$ cat config.mk
export PLATFORM = sky130hd
export DESIGN_NAME = alu_mul_sequencer
export DESIGN_NICKNAME = d
export VERILOG_FILES = /design/src/rtl/alu_mul_sequencer.sv
export SDC_FILE = /design/constraint.sdc
export NUM_CORES = 1
export LEC_CHECK = 0
export ABC_AREA = 1
export CORE_MARGIN = 2
export CORE_UTILIZATION = 29
export CTS_CLUSTER_SIZE = 10
export DETAILED_ROUTE_END_ITERATION = 10
export PLACE_DENSITY_LB_ADDON = 0.12
export SLEW_MARGIN = 25
export SYNTH_ARGS = -nofsm -noshare
export SYNTH_HDL_FRONTEND = slang
export SYNTH_SLANG_ARGS = --single-unit
$ cat constraint.sdc
create_clock -name clk_i -period 3.7 [get_ports clk_i]
set_input_delay 0.74 -clock clk_i [delete_from_list [all_inputs] [get_ports clk_i]]
set_output_delay 0.74 -clock clk_i [all_outputs]
set_load 0.02 [all_outputs]
$ cat src/rtl/alu_mul_sequencer.sv
// Iterative shift-add multiplier: WIDTH+1 cycles from acceptance to done_o; stall_o holds the pipeline meanwhile.
// Define MUL_SIGNED_EN for a two's-complement multiply (magnitudes multiplied, sign fixed up at the end).
module alu_mul_sequencer #(
  parameter int WIDTH = 32
) (
  input  logic             clk_i,
  input  logic             rst_i,
  input  logic             start_i,
  input  logic [3:0]       alu_ctrl_i,
  input  logic [WIDTH-1:0] src1_i,
  input  logic [WIDTH-1:0] src2_i,
  output logic [WIDTH-1:0] hi_o,
  output logic [WIDTH-1:0] lo_o,
  output logic             busy_o,
  output logic             done_o,
  output logic             stall_o
);

  localparam int CW = $clog2(WIDTH + 1);
  localparam logic [3:0] MUL_CODE = 4'b1111;

  typedef enum logic [1:0] {IDLE, RUN, DONE} state_t;

  state_t               state_q, state_d;
  logic [2*WIDTH-1:0]   mcand_q, mcand_d;
  logic [2*WIDTH-1:0]   acc_q, acc_d;
  logic [2*WIDTH-1:0]   prod_q, prod_d;
  logic [WIDTH-1:0]     mplier_q, mplier_d;
  logic [CW-1:0]        cnt_q, cnt_d;
  logic                 launch;
  logic [WIDTH-1:0]     op1, op2;
  logic [2*WIDTH-1:0]   acc_sum, final_prod;

  assign launch  = (state_q == IDLE) && start_i && (alu_ctrl_i == MUL_CODE);
  assign acc_sum = acc_q + (mplier_q[0] ? mcand_q : '0);

`ifdef MUL_SIGNED_EN
  logic neg_q, neg_d;

  // The most-negative value negates to itself, which is its correct unsigned magnitude.
  assign op1        = src1_i[WIDTH-1] ? (~src1_i + 1'b1) : src1_i;
  assign op2        = src2_i[WIDTH-1] ? (~src2_i + 1'b1) : src2_i;
  assign final_prod = neg_q ? (~acc_sum + 1'b1) : acc_sum;
`else
  assign op1        = src1_i;
  assign op2        = src2_i;
  assign final_prod = acc_sum;
`endif

  always_comb begin
    state_d  = state_q;
    mcand_d  = mcand_q;
    mplier_d = mplier_q;
    acc_d    = acc_q;
    cnt_d    = cnt_q;
    prod_d   = prod_q;
`ifdef MUL_SIGNED_EN
    neg_d    = neg_q;
`endif
    case (state_q)
      IDLE: begin
        if (launch) begin
          mcand_d  = {{WIDTH{1'b0}}, op1};
          mplier_d = op2;
          acc_d    = '0;
          cnt_d    = CW'(WIDTH);
          state_d  = RUN;
`ifdef MUL_SIGNED_EN
          neg_d    = src1_i[WIDTH-1] ^ src2_i[WIDTH-1];
`endif
        end
      end
      RUN: begin
        acc_d    = acc_sum;
        mcand_d  = mcand_q << 1;
        mplier_d = mplier_q >> 1;
        cnt_d    = cnt_q - 1'b1;
        // Product registers load on the last iteration so they are valid throughout DONE.
        if (cnt_q == CW'(1)) begin
          state_d = DONE;
          prod_d  = final_prod;
        end
      end
      DONE:    state_d = IDLE;
      default: state_d = IDLE;
    endcase
  end

  always_ff @(posedge clk_i) begin
    if (!rst_i) begin
      state_q  <= IDLE;
      mcand_q  <= '0;
      mplier_q <= '0;
      acc_q    <= '0;
      cnt_q    <= '0;
      prod_q   <= '0;
`ifdef MUL_SIGNED_EN
      neg_q    <= 1'b0;
`endif
    end else begin
      state_q  <= state_d;
      mcand_q  <= mcand_d;
      mplier_q <= mplier_d;
      acc_q    <= acc_d;
      cnt_q    <= cnt_d;
      prod_q   <= prod_d;
`ifdef MUL_SIGNED_EN
      neg_q    <= neg_d;
`endif
    end
  end

  assign hi_o    = prod_q[2*WIDTH-1:WIDTH];
  assign lo_o    = prod_q[WIDTH-1:0];
  assign busy_o  = (state_q == RUN);
  assign done_o  = (state_q == DONE);
  assign stall_o = launch || busy_o;

endmodule

==> impl_metrics.toml, run 1 <==
[placed_design]
globalplace.congestion = 0.905
placed_area_mm2 = 0.0170
dp_hpwl_um = 41700
io_buffers = 137
dp.cells = 3307
pre_cts_ws_ns = 0.562

[timing]
fin_ws_ns = 0.546
rsz0062_at_grt = "no"
period_share = 0.852
hold_viol = 0
tightest_slew_ns = 0.932
maxSlewHeadroom = 0.379
final-setup-viol-count = 0
drv_slew = 0
clock-skew-final_ns = 0.0283
fin_crit_ns = 3.15
hold_ws_ns = 0.464
timing.fmax_mhz = 317
final.setup.tns_ns = 0

[logic_synthesis]
ys_top_cells_by_area = "dfxtp_1, nand2_1, inv_1, ha_1, a21oi_1"
synth_area_per_cell_um2 = 5.84
synth_fp_nets = 2702
yosysWarnings = 0
ys_async_sr_fraction = 0
synth_top_area_share = 0.310
synth-edff-count = 0
synth.distinct_cells = 32
ys_ff_latch = 232
synthFlopType = "dfxtp_1"
synth_top_area_cell = "dfxtp_1"
syn_area_mm2 = 0.0150
synthCells = 2565
ys_seq_area_frac = 0.310

[clocking]
post_cts_resized = 0
cts_setup_buffers = 0
path_clk_slew_ns = 0.06
ctsLongestPathBuffers = 3
cts_tree = "built"
htree_levels = 1
cts.sinks = 232
cts.hold.buffers_added = 0
clk_latency_ns = 0.59
cts-root-buf = "clkbuf_16"
cts_buffers = 29

[final_layout]
finalNonFillerCells = 3353
final_cell_mix = "nand2_1, inv_1, dfxtp_1"
n_antenna_cell = 0
fin_nets = 2795
drive_above_1_share = 0.0367
postLayoutCellArea_mm2 = 0.0179
layout_commonest_cell = "nand2_1"
area_growth_syn_to_layout_pct = 19.2
final_util = 0.349
nFillCells = 5727

[setup_path]
reg2reg_slack_ns = 0.55
worst-setup-path-type = "flip-flop to flip-flop"
cp_max_fo = 23
path_cells = "buf_4 -> nand2_1 -> inv_1 -> ha_1 -> a21oi_1 -> o21ai_0 -> nor2_1 -> nand2_1 -> a21oi_1 -> nand3_1 -> nand2_1 -> nand2_1 -> nand2_1 -> inv_1"
cp.arrival_ns = 3.62
timing.rr.end = "prod_q[62]$_SDFFE_PN0P_"
crit_required_ns = 4.17
r2r_start = "mplier_q[0]$_SDFFE_PN0P_"
slowest_stage = "dfxtp_2"
crit_top_cell = "nand2_1"
ff2ff_path_depth = 14
cp-end-kind = "flip-flop"
critPathLaunchType = "flip-flop"
slowest_delay_ns = 0.54

[route]
drc = 0
routed_wl_um = 53700
vias_per_cell = 4.54
wire_per_inst_um = 16.0
drtIter0Drc = 991
vias = 15200
dr.pass1.iters = 5
drtAntennaViolNets = 0

[min_path]
hold_end = "prod_q[19]$_SDFFE_PN0P_"
hold_class = "flip-flop to flip-flop"
hp-start = "prod_q[19]$_SDFFE_PN0P_"
hold_depth = 2

[power_and_ir_drop]
peakVddDrop_v = 0.000289
finalPower_mw = 5.48
leakage_nw = 9.18
pwr_density_cell_mw_per_mm2 = 307

[die]
die_h_um = 231
die-area_mm2 = 0.0535
num_rows = 83
io_pins = 138
die_x_um = 231
core-area_mm2 = 0.0512
initial_core_util = 0.293

[grt]
grt_pass1_wl_um = 84600
grt_overflow = 0
antenna_found_initial = 0
grt_max_degree = 101
grtUsageTotal = 0.201
grt_pass1_vias = 14800

[outcome]
status = "completed"

[run]
maxCapViolCount = 0
[Yosys cell counts (2+ instances only)]
cell type / instances
inv_2: 6
nand4_1: 5
xor2_1: 30
nand2_2: 13
buf_2: 35
and2_1: 3
nand3_1: 114
o22ai_1: 2
inv_1: 440
o21bai_1: 2
a31oi_1: 62
a21oi_1: 156
nor2_1: 156
clkbuf_1: 54
dfxtp_1: 232
nor4_2: 2
ha_1: 65
nor3_2: 5
nand3b_1: 10
nor3_1: 10
nand2_1: 1070
buf_1: 4
nor2_2: 11
o21ai_0: 70
[worst max-delay path, delay by kind of cell, from the launching register on]
family / cells / cell delay [ns]
compound gates: 3 / 0.98
simple gates: 7 / 0.74
flops: 1 / 0.54
fa+ha+maj: 1 / 0.30
buf+inv: 3 / 0.49
[worst max path at each step]
| stage | end | cells after the start | slack, ns | from |
|---|---|---|---|---|
| final | prod_q[62]$_SDFFE_PN0P_ | 14 | 0.55 | mplier_q[0]$_SDFFE_PN0P_ |
| after global routing | prod_q[51]$_SDFFE_PN0P_ | 17 | 0.29 | mplier_q[0]$_SDFFE_PN0P_ |
| after CTS | prod_q[51]$_SDFFE_PN0P_ | 17 | 0.61 | mplier_q[0]$_SDFFE_PN0P_ |
| after detailed placement | acc_q[60]$_SDFFE_PN0P_ | 8 | 0.56 | alu_ctrl_i[2] |
| after global placement | acc_q[53]$_SDFFE_PN0P_ | 8 | 0.63 | start_i |
| after floorplan | prod_q[62]$_SDFFE_PN0P_ | 23 | 1.07 | mplier_q[0]$_SDFFE_PN0P_ |
[layer usage]
metal / part of all wire / vias to the layer above / global-route usage
met1: 0.51 / 6838 / 0.295
met5: 0 / - / 0
li1: - / 7995 / -
met3: 0.052 / 53 / 0.0231
met4: 0.015 / 0 / 0.0347
met2: 0.43 / 332 / 0.317
[kinds of logic (layout without fill, tap and decap cells)]
logic type	count (synthesis)	after routing	synth area share
xor+xnor	31	31	0.0181
flops	232	232	0.310
compound gates	296	296	0.105
buf+inv	539	647	0.138
fa+ha+maj	66	66	0.0556
simple gates	1401	1401	0.373
[power by group]
group	internal (mW)	leakage, nW	switching, mW
combinational	0.106	6.89	0.141
sequential	2.53	1.87	0.0209
clock	1.56	0.425	1.13
total	4.19	9.18	1.29
[area by class of cell]
class / count / area, um^2 / share of cell area
multi-input combinational: 1794 / 8290 / 0.464
clock buffer: 41 / 801 / 0.0448
inverter: 446 / 1680 / 0.0939
clock inverter: 5 / 65.1 / 0.00364
tap: 680 / 851 / 0.0476
sequential: 232 / 4650 / 0.260
timing repair buffer: 155 / 1530 / 0.0855
[state kept, by name, summed over array words and instances, names as in the netlist]
register / flops
mcand_q: 64
cnt_q: 6
mplier_q: 32
state_q: 2
prod_q: 64
acc_q: 64
Note: power is estimated with default switching activity, not from simulation.
==> run 2: changes to the inputs <==
--- a/config.mk
+++ b/config.mk
@@ -11,7 +11,7 @@
 export CTS_CLUSTER_SIZE = 10
 export DETAILED_ROUTE_END_ITERATION = 10
 export PLACE_DENSITY_LB_ADDON = 0.12
-export SLEW_MARGIN = 25
+export SLEW_MARGIN = 20
 export SYNTH_ARGS = -nofsm -noshare
 export SYNTH_HDL_FRONTEND = slang
 export SYNTH_SLANG_ARGS = --single-unit
==> results of run 2 <==
Same layout as run 1: the final DEF is identical, and so are final timing and power.
==> run 3: changes to the inputs <==
--- a/config.mk
+++ b/config.mk
@@ -11,6 +11,7 @@
 export CTS_CLUSTER_SIZE = 10
 export DETAILED_ROUTE_END_ITERATION = 10
 export PLACE_DENSITY_LB_ADDON = 0.12
+export SKIP_CTS_REPAIR_TIMING = 1
 export SLEW_MARGIN = 20
 export SYNTH_ARGS = -nofsm -noshare
 export SYNTH_HDL_FRONTEND = slang
==> constraint.sdc (replaced) <==
create_clock -name clk_i -period 2.8 [get_ports clk_i]
set_input_delay 0.56 -clock clk_i [delete_from_list [all_inputs] [get_ports clk_i]]
set_output_delay 0.56 -clock clk_i [all_outputs]
set_load 0.02 [all_outputs]
==> run 3 against run 2 <==
  * Hold slack worse by 0.035 ns
  * Register-to-register slack worse by 0.38 ns
  * Design area up 5.3%
  * Via count is 1.5% higher
  * Die area stayed put
  * Core utilization rose by 1.9 points
  * Clock power grew 38%
  * Clock-buffer cell count down 1
  * Critical endpoint is now stall_o
  * Highest routed layer is now met5
==> impl_metrics.toml, run 3 (synthesis gave the netlist of run 1 again) <==
[timing]
period_share = 0.953
final.setup.tns_ns = 0
timing.fmax_mhz = 375
clock-skew-final_ns = 0.0150
drv_slew = 0
hold_viol = 0
final-setup-viol-count = 0
fin_crit_ns = 2.67
tightest_slew_ns = 0.905
rsz0062_at_grt = "yes"
maxSlewHeadroom = 0.396

[power_and_ir_drop]
p_comb_frac = 0.047
pwr-share-seq = 0.453
leakage_nw = 9.62
swShare = 0.233
p_clk_frac = 0.500
pwr_density_cell_mw_per_mm2 = 395
peakVddDrop_v = 0.000321
power_switching_mw = 1.73
intPower_mw = 5.70

[final_layout]
finalNonFillerCells = 3422
nFillCells = 5724
drive_above_1_share = 0.0930
layout_commonest_cell = "nand2_1"
area_growth_syn_to_layout_pct = 25.5
fin_nets = 2865
final_cell_mix = "nand2_1, inv_1, dfxtp_1"
postLayoutCellArea_mm2 = 0.0188
reg.largest.list = "acc_q (64), mcand_q (64), prod_q (64)"
final_util = 0.367

[clocking]
htree_levels = 1
ctsLongestPathBuffers = 3
cts_tree = "built"
path_clk_slew_ns = 0.05
cts_buffers = 29
cts-root-buf = "clkbuf_16"
clk_latency_ns = 0.59
cts.sinks = 232

[setup_path]
cp.arrival_ns = 2.11
ff2ff_path_depth = 17
reg2reg_slack_ns = 0.17
worst-setup-path-type = "flip-flop to output port"
cp_max_fo = 6
crit_start = "state_q[0]$_SDFFE_PN0P_"
crit_required_ns = 2.24
timing.rr.end = "prod_q[58]$_SDFFE_PN0P_"
r2r_start = "mplier_q[0]$_SDFFE_PN0P_"
critPathLaunchType = "flip-flop"
cp-end-kind = "output port"

[die]
die_x_um = 231
die_h_um = 231
initial_core_util = 0.293
num_rows = 83
core-area_mm2 = 0.0512
io_pins = 138
die-area_mm2 = 0.0535

[placed_design]
globalplace.congestion = 0.916
dp.cells = 3374
dp_hpwl_um = 42600
io_buffers = 137
placed_area_mm2 = 0.0175

[min_path]
hp-start = "rst_i"
hold_depth = 3
hold_end = "acc_q[1]$_SDFFE_PN0P_"
hold_class = "input pin to flip-flop"

[grt]
grt_pass1_vias = 15000
grt_overflow = 0
grt_max_degree = 98
grt_pass1_wl_um = 85500
antenna_found_initial = 2
grtUsageTotal = 0.204

[route]
dr.pass1.iters = 5
routed_wl_um = 54900
vias = 15400
drtAntennaViolNets = 0
vias_per_cell = 4.51
drc = 0
wire_per_inst_um = 16.0
drtIter0Drc = 1093

[run]
maxCapViolCount = 0

[outcome]
status = "completed"
run 3: critical path: stages (launching register included):
cell	delay [ns]
dfxtp_1	0.34
inv_2	0.06
nor2_4	0.32
nor2_4	0.08
inv_2	0.11
clkdlybuf4s50_1	0.62
run 3: worst max path at each step:
stage | endpoint | slack, ns | cells past startpoint
2_1_floorplan | prod_q[62]$_SDFFE_PN0P_ | 0.17 | 23
3_3_place_gp | mplier_q[0]$_SDFFE_PN0P_ | -0.02 | 8
3_5_place_dp | mplier_q[0]$_SDFFE_PN0P_ | -0.03 | 8
4_1_cts | stall_o | 0.05 | 6
5_1_grt | prod_q[58]$_SDFFE_PN0P_ | -0.08 | 17
6_report | stall_o | 0.13 | 5
run 3: area by class of cell:
type / instances / area [um^2] / area share
Sequential cell: 232 / 4650 / 0.247
Multi-Input combinational cell: 1794 / 8600 / 0.457
Tap cell: 680 / 851 / 0.0452
Clock buffer: 40 / 827 / 0.0440
Antenna cell: 1 / 2.50 / 0.000133
Timing Repair Buffer: 225 / 2120 / 0.113
Inverter: 446 / 1680 / 0.0891
Clock inverter: 4 / 85.1 / 0.00452
run 3: power by group through the flow:
stage / Combinational (mW) / Sequential [mW] / Clock, mW
2_1_floorplan: 0.168 / 3.43 / 0
3_3_place_gp: 0.344 / 3.44 / 0
3_5_place_dp: 0.346 / 3.44 / 0
4_1_cts: 0.346 / 3.37 / 3.84
5_1_grt: 0.381 / 3.37 / 3.98
6_report: 0.346 / 3.37 / 3.72
run 3: stage by stage:
step / worst slack, ns / hold WS (ns) / power, mW
floorplan: 0.171 / 0.440 / 3.60
finish: 0.131 / 0.429 / 7.43
detailed placement: -0.0277 / 0.454 / 3.78
CTS: 0.0512 / 0.411 / 7.55
global placement: -0.0246 / 0.453 / 3.78
global route: -0.0756 / 0.447 / 7.73
run 3: metal layers:
metal,vias to the layer above,track usage,wire length [um]
li1,8141,-,-
met1,6980,0.302,28500
met2,267,0.312,22600
met3,54,0.0335,2780
met4,2,0.0375,1010
met5,-,0,13
